**src/rtl/egress_grant_arbiter.sv**
```systemverilog
// egress_grant_arbiter: per-egress round-robin grant/accept arbiter.
// Optional grant/drop counters are enabled by defining ARB_GRANT_STATS_EN.
module egress_grant_arbiter #(
  parameter int PKT_CYCLES     = 16,
  parameter int ACCEPT_TIMEOUT = 2
) (
  input  logic       clk,
  input  logic       rst_n,
  input  logic [3:0] req,
  input  logic [3:0] accept,
  output logic [3:0] grant,
  output logic       xfer_active,
  output logic [1:0] xfer_src,
  output logic       xfer_done,
  output logic [1:0] rr_ptr
`ifdef ARB_GRANT_STATS_EN
  ,
  output logic [15:0] grant_cnt,
  output logic [15:0] drop_cnt
`endif
);

  typedef enum logic [1:0] {
    IDLE,
    GRANT,
    XFER
  } state_t;

  state_t     state, state_nxt;
  logic [3:0] grant_nxt;
  logic       xa_nxt;
  logic [1:0] src_nxt, ptr_nxt;
  logic [3:0] to_cnt, to_nxt;
  logic [7:0] beat, beat_nxt;
  logic [1:0] win, idx;
  logic       found;

  // First requester at or after rr_ptr, 2-bit wrap.
  always_comb begin
    win   = rr_ptr;
    idx   = rr_ptr;
    found = 1'b0;
    for (int k = 0; k < 4; k++) begin
      idx = rr_ptr + 2'(k);
      if (!found && req[idx]) begin
        win   = idx;
        found = 1'b1;
      end
    end
  end

  always_comb begin
    state_nxt = state;
    grant_nxt = grant;
    xa_nxt    = xfer_active;
    src_nxt   = xfer_src;
    ptr_nxt   = rr_ptr;
    to_nxt    = to_cnt;
    beat_nxt  = beat;
    unique case (state)
      IDLE: begin
        if (req != 4'b0000) begin
          state_nxt = GRANT;
          grant_nxt = 4'b0001 << win;
          src_nxt   = win;
          to_nxt    = 4'(ACCEPT_TIMEOUT);
        end
      end
      GRANT: begin
        if (accept[xfer_src]) begin
          state_nxt = XFER;
          grant_nxt = 4'b0000;
          xa_nxt    = 1'b1;
          beat_nxt  = 8'(PKT_CYCLES - 1);
          ptr_nxt   = xfer_src + 2'd1;
        end else if (!req[xfer_src] || to_cnt == 4'd1) begin
          state_nxt = IDLE;
          grant_nxt = 4'b0000;
        end else begin
          to_nxt = to_cnt - 4'd1;
        end
      end
      XFER: begin
        if (beat == 8'd0) begin
          state_nxt = IDLE;
          xa_nxt    = 1'b0;
        end else begin
          beat_nxt = beat - 8'd1;
        end
      end
      default: state_nxt = IDLE;
    endcase
  end

  assign xfer_done = xfer_active && (beat == 8'd0);

  always_ff @(posedge clk or negedge rst_n) begin
    if (!rst_n) begin
      state       <= IDLE;
      grant       <= 4'b0000;
      xfer_active <= 1'b0;
      xfer_src    <= 2'd0;
      rr_ptr      <= 2'd0;
      to_cnt      <= 4'd0;
      beat        <= 8'd0;
    end else begin
      state       <= state_nxt;
      grant       <= grant_nxt;
      xfer_active <= xa_nxt;
      xfer_src    <= src_nxt;
      rr_ptr      <= ptr_nxt;
      to_cnt      <= to_nxt;
      beat        <= beat_nxt;
    end
  end

`ifdef ARB_GRANT_STATS_EN
  logic acc_evt, drop_evt;
  assign acc_evt  = (state == GRANT) && (state_nxt == XFER);
  assign drop_evt = (state == GRANT) && (state_nxt == IDLE);

  // Both counters saturate rather than wrap.
  always_ff @(posedge clk or negedge rst_n) begin
    if (!rst_n) begin
      grant_cnt <= 16'd0;
      drop_cnt  <= 16'd0;
    end else begin
      if (acc_evt && grant_cnt != 16'hFFFF)
        grant_cnt <= grant_cnt + 16'd1;
      if (drop_evt && drop_cnt != 16'hFFFF)
        drop_cnt <= drop_cnt + 16'd1;
    end
  end
`else
`endif

endmodule
```
**config.mk**
```make
export PLATFORM = sky130hd
export DESIGN_NAME = egress_grant_arbiter
export DESIGN_NICKNAME = d
export VERILOG_FILES = /design/src/rtl/egress_grant_arbiter.sv
export SDC_FILE = /design/constraint.sdc
export NUM_CORES = 1
export LEC_CHECK = 0
export CAP_MARGIN = 10
export CORE_ASPECT_RATIO = 0.6
export CORE_MARGIN = 5
export CORE_UTILIZATION = 45
export CTS_BUF_LIST = sky130_fd_sc_hd__clkbuf_16
export DETAILED_ROUTE_END_ITERATION = 12
export PLACE_DENSITY = 0.65
export SYNTH_ARGS = -nofsm -noshare
export SYNTH_HDL_FRONTEND = slang
export SYNTH_SLANG_ARGS = --single-unit
```
**constraint.sdc**
```tcl
create_clock -name clk -period 3.1 [get_ports clk]
set_input_delay 0.62 -clock clk [delete_from_list [all_inputs] [get_ports clk]]
set_output_delay 0.62 -clock clk [all_outputs]
set_load 0.01 [all_outputs]
```
# After elaboration in Yosys (flattened, before gate mapping)
# Cells that the tools add are included.
[totals]
register_bits = 23
input_bits = 10
output_inout_bits = 10
[classes]
add_sub_neg = 6
order_cmp = 5
n_eq_ne = 10
n_shift = 1
n_mux = 37
n_reduce_logical = 21
[op_table]
columns = ["operator", "count"]
rows = [
  ["2-to-1 mux 4 bit", 6],
  ["2-to-1 mux 8 bit", 2],
  ["one-hot mux 4 bit (2 select lines)", 2],
  ["one-hot mux 8 bit (2 select lines)", 1],
  ["less-than comparator 2 x 3 -> 1 bit (second input constant)", 5],
  ["2-to-1 mux 2 bit", 7],
  ["binary-select mux 1 bit (select 2 bit)", 6],
  ["inequality test 2 bit (second input constant)", 6],
  ["AND reduction 3 bit", 4],
  ["2-to-1 mux 1 bit", 11],
  ["zero test 8 bit", 1],
  ["subtractor 8 x 1 -> 8 bit (second input constant)", 1],
  ["one-hot mux 2 bit (3 select lines)", 1],
  ["adder 2 x 1 -> 2 bit (second input constant)", 2],
  ["adder 2 bit (second input constant)", 2],
  ["== test 4 x 1 -> 1 bit (second input constant)", 1],
  ["logical AND 1 bit", 4],
  ["zero test 1 bit", 4],
  ["AND reduction 2 bit", 2],
  ["AND reduction 4 bit", 1],
  ["nonzero test 2 bit", 2],
  ["nonzero test 4 bit", 1],
  ["<< shifter 1 x 2 -> 4 bit (first input constant)", 1],
  ["subtractor 4 x 1 -> 4 bit (second input constant)", 1],
  ["other kinds (6)", 6],
]

# Longest topological paths before layout
# Gate-level depths: netlist (run 1).
[logic_depth]
word_depth = 15
depth_mapped = 7
mapped_depth_nobuf = 6

# Worst setup path before layout (run 1)
# OpenSTA, ideal clock, no wires.
[synth_path]
kind = "reg-to-output"
from = "register beat[0]"
to = "output port xfer_done"
t_arrival_ns = 1.481
required_time_ns = 2.480
setup_slack_ns = 0.999
stages_incl_launch_ff = 6
n_path_buf = 1
path_cell_list = "dfrtp_1 inv_1 ha_1 or4b_1 buf_2 nor3_1"
[synth_between]
elab_chain_cells = 2
[synth_rtl]
columns = ["item", "line", "text"]
rows = [
  ["start, declared", "34", "logic [7:0] beat, beat_nxt;"],
  ["start signal, assigned", "113", "beat <= beat_nxt;"],
  ["zero test 8 bit", "95", "assign xfer_done = xfer_active && (beat == 8'd0);"],
  ["logical AND 1 bit", "95", ""],
  ["end, declared", "14", "output logic xfer_done,"],
]
# No other way between the ends.

# Final worst setup path (run 1)
# Ends and elaborated chain as after synthesis.

==> summary.log, run 1 <==
INFO  status         status=complete, no violations
INFO  synthesis      synth_most_common_cell=sky130_fd_sc_hd__dfrtp_1
INFO  synthesis      synth.lib_cells_used.distinct=48
INFO  final_layout   final.fill_count=261
INFO  final_layout   num-nets-final=180
INFO  power_and_ir_drop p_leak=0.745nW
INFO  synthesis      yosys_warnings=0
INFO  place          dp.final_hpwl=2.46mm
INFO  routing        via_per_inst=5.57
INFO  timing         post-route-period-util=93.3%
INFO  timing         achievable-frequency=346MHz
INFO  final_layout   synthToLayoutAreaGrowth=22.9%
INFO  final_layout   finish.utilization=59.2%
INFO  power_and_ir_drop power.ir.vdd_worst=0.479mV
INFO  routing        detail_route.wl_per_cell=15.6microns
INFO  grt            grt_max_degree=24
INFO  timing         worst_max_slew_pin_slew=0.574ns
INFO  grt            grt_pass1_wl=5.44mm
INFO  final_layout   diodes=0
INFO  critical_path  arrival=2.27ns
INFO  final_layout   post-route-cell-area=0.00173sqmm
INFO  min_path       number_of_instances_on_the_worst_hold_path=1
INFO  critical_path  regToRegEndpoint=beat[1]
INFO  place          portBuffers=19
INFO  synthesis      synthTopCellsByArea=sky130_fd_sc_hd__dfrtp_1, sky130_fd_sc_hd__ha_1, sky130_fd_sc_hd__nand2b_1
INFO  synthesis      async_flop_share=100%
INFO  place          dp_worst_setup_slack=0.484ns
INFO  synthesis      synth.net_count=157
INFO  synthesis      netlist_area=0.00141sqmm
INFO  routing        drt_iter0_drc=81
INFO  synthesis      register_bit_count_reported_by_yosys=23
INFO  clock_tree     cts-hold-fix-buffers=0
INFO  final_layout   drive_gt1_share=9.09%
INFO  synthesis      synth_enable_flop_cells=0
INFO  place          routabilityCongestion=0.773
INFO  die            die_area=0.00439sqmm
INFO  timing         finalHoldViolCount=0
INFO  place          placedInstanceArea=0.00165sqmm
INFO  synthesis      yosysSeqAreaShare=40.8%
INFO  timing         grt_setup_unrepaired=false
INFO  critical_path  critical_path_required=2.48ns
INFO  die            placement_rows=15
INFO  timing         finalWorstPathRequiredPeriod=2.89ns
INFO  min_path       min_delay_worst_endpoint=grant[0]
INFO  min_path       hp-start=grant[0]
INFO  power_and_ir_drop cellPowerDensity=831mW/mm^2
INFO  clock_tree     postCtsResizedCells=0
INFO  grt            grt_use_total=16.9%
INFO  grt            grt_pass1_vias=1115
INFO  run            max_cap_viol_count=0
INFO  clock_tree     cts_post_setup_buffers_inserted=0
INFO  synthesis      dominantRegCellSynth=sky130_fd_sc_hd__dfrtp_1
INFO  clock_tree     clk_path_buf_depth=2
INFO  die            top_level_ports=20
INFO  routing        finalWirelength=3.23mm
INFO  timing         skew=0.00626ns
INFO  die            chipWidth=82.3microns
INFO  clock_tree     cts.root.buffer_cell=sky130_fd_sc_hd__clkbuf_16
INFO  min_path       hold_path_class=flop to flop
INFO  critical_path  rrSetupSlack=0.94ns
INFO  clock_tree     clk-insertion-delay-late=0.26ns
INFO  power_and_ir_drop fin_total_pwr=1.44mW
INFO  critical_path  setup.worst_path.end_class=output port
INFO  synthesis      synth.cells.most_frequent=sky130_fd_sc_hd__dfrtp_1, sky130_fd_sc_hd__nor2_1, sky130_fd_sc_hd__nand2_1, sky130_fd_sc_hd__nand2b_1
INFO  clock_tree     cts.reportedPaths.clkPinSlew=0.06ns
INFO  synthesis      synthesis.area_per_instance=9.86squm
INFO  critical_path  reg2regPathDepth=6
INFO  die            die_h=53.4microns
INFO  routing        drt_first_pass_iters=4
INFO  clock_tree     cts_made_buffers=3
INFO  routing        vias=1152
INFO  clock_tree     clock_tree_from_tritoncts=built
INFO  critical_path  timing.setup.critical_path_class=flop to output port
INFO  routing        drc_errors=0
INFO  die            core=0.00293sqmm
INFO  synthesis      netlist.top_cell.by_area=sky130_fd_sc_hd__dfrtp_1
INFO  timing         setup_ws=0.209ns
INFO  timing         slew_headroom=61.5%
INFO  critical_path  critical_path_maximum_fanout=7
INFO  critical_path  timing.rr.start=beat[0]
INFO  timing         setup_viol=0
INFO  synthesis      syn-instance-count=143
INFO  clock_tree     cts_num_sinks=23
INFO  grt            number_of_antenna_violations_at_the_first_check_in_global_routing=0
INFO  routing        antenna_violating_nets_post_route=0
INFO  synthesis      yosysTopAreaCellShare=40.8%
INFO  die            initial_core_util=48.2%
INFO  critical_path  critPathLaunchType=flop
INFO  timing         setup-tns-final=0ns
INFO  grt            globalRoute.totalOverflow=0
INFO  clock_tree     h_tree_lvls=1
INFO  timing         slew_viol_final=0
## kinds of logic (layout without fill, tap and decap cells)
group / count (synthesis) / in the layout / share of synthesized area, %
flops: 23 / 23 / 40.8
buf+inv: 10 / 32 / 2.84
simple gates: 66 / 66 / 27.1
mux: 8 / 8 / 7.63
compound gates: 27 / 27 / 15.0
fa+ha+maj: 4 / 4 / 3.55
xor+xnor: 5 / 5 / 3.11
## sequential cells by signal (all words and copies together) (netlist names)
name,flops
to_cnt,4
beat,8
state,2
xfer_active,1
grant,4
xfer_src,2
rr_ptr,2
## worst max path at each step
stage	startpoint	to
after detailed placement	beat[0]	xfer_done
after floorplan	beat[0]	xfer_done
after global placement	beat[0]	xfer_done
after CTS	beat[0]	xfer_done
final	beat[0]	xfer_done
after global routing	beat[0]	xfer_done
## cells in the final DEF, fill, tap and decap left out, types with 3 or more instances in the layout
cell type / n
sky130_fd_sc_hd__dfrtp_1: 23
sky130_fd_sc_hd__clkdlybuf4s50_1: 19
sky130_fd_sc_hd__nor2_1: 12
sky130_fd_sc_hd__inv_1: 8
sky130_fd_sc_hd__nand2b_1: 8
sky130_fd_sc_hd__nand2_1: 8
sky130_fd_sc_hd__nor3_1: 7
sky130_fd_sc_hd__nor2b_1: 7
sky130_fd_sc_hd__a21oi_1: 5
sky130_fd_sc_hd__mux2i_1: 4
sky130_fd_sc_hd__xor2_1: 4
sky130_fd_sc_hd__o21ai_1: 4
sky130_fd_sc_hd__ha_1: 4
sky130_fd_sc_hd__nand3_1: 3
sky130_fd_sc_hd__nand4_1: 3
sky130_fd_sc_hd__clkbuf_16: 3
## per-stage QoR
stage          cells  hold slack, ns
2_1_floorplan    143           0.324
3_3_place_gp     203           0.484
3_5_place_dp     203           0.485
4_1_cts          207           0.504
5_1_grt          207           0.533
6_report         207           0.495
## report_power, final
group | switching, mW | total, mW | internal, mW
logic | 0.320 | 0.637 | 0.317
registers | 0.135 | 0.524 | 0.389
clock network | 0.106 | 0.278 | 0.172
total | 0.561 | 1.44 | 0.878
## routing by layer
layer | up-vias | part of all wire (%) | GRT usage [%]
met5 | - | 0 | 0
met4 | 0 | 0.37 | 1.66
met3 | 2 | 5.5 | 4.93
met2 | 24 | 38 | 22.7
met1 | 558 | 56 | 26.6
li1 | 568 | - | -
## area by class of cell
type / count / area, sq um / area share (%)
multi-input combinational: 110 / 795 / 45.8
sequential: 23 / 576 / 33.2
timing repair buffer: 21 / 205 / 11.8
clock buffer: 3 / 75.1 / 4.33
tap: 42 / 52.6 / 3.03
inverter: 7 / 26.3 / 1.52
clock inverter: 1 / 3.75 / 0.217
## critical path: stages (launching register included)
cell                              delay, ns
sky130_fd_sc_hd__dfrtp_1               0.44
sky130_fd_sc_hd__inv_1                 0.11
sky130_fd_sc_hd__ha_1                  0.13
sky130_fd_sc_hd__or4b_1                0.56
sky130_fd_sc_hd__nor3_1                0.21
sky130_fd_sc_hd__clkdlybuf4s50_1       0.56
Power figures use the tool's default switching activity.
==> run 2, diff against run 1 <==
--- a/config.mk
+++ b/config.mk
@@ -5,7 +5,7 @@
 export SDC_FILE = /design/constraint.sdc
 export NUM_CORES = 1
 export LEC_CHECK = 0
-export CAP_MARGIN = 10
+export CAP_MARGIN = 20
 export CORE_ASPECT_RATIO = 0.6
 export CORE_MARGIN = 5
 export CORE_UTILIZATION = 45
==> results of run 2 <==
The final DEF is identical to that of run 1; final timing and power are the same.
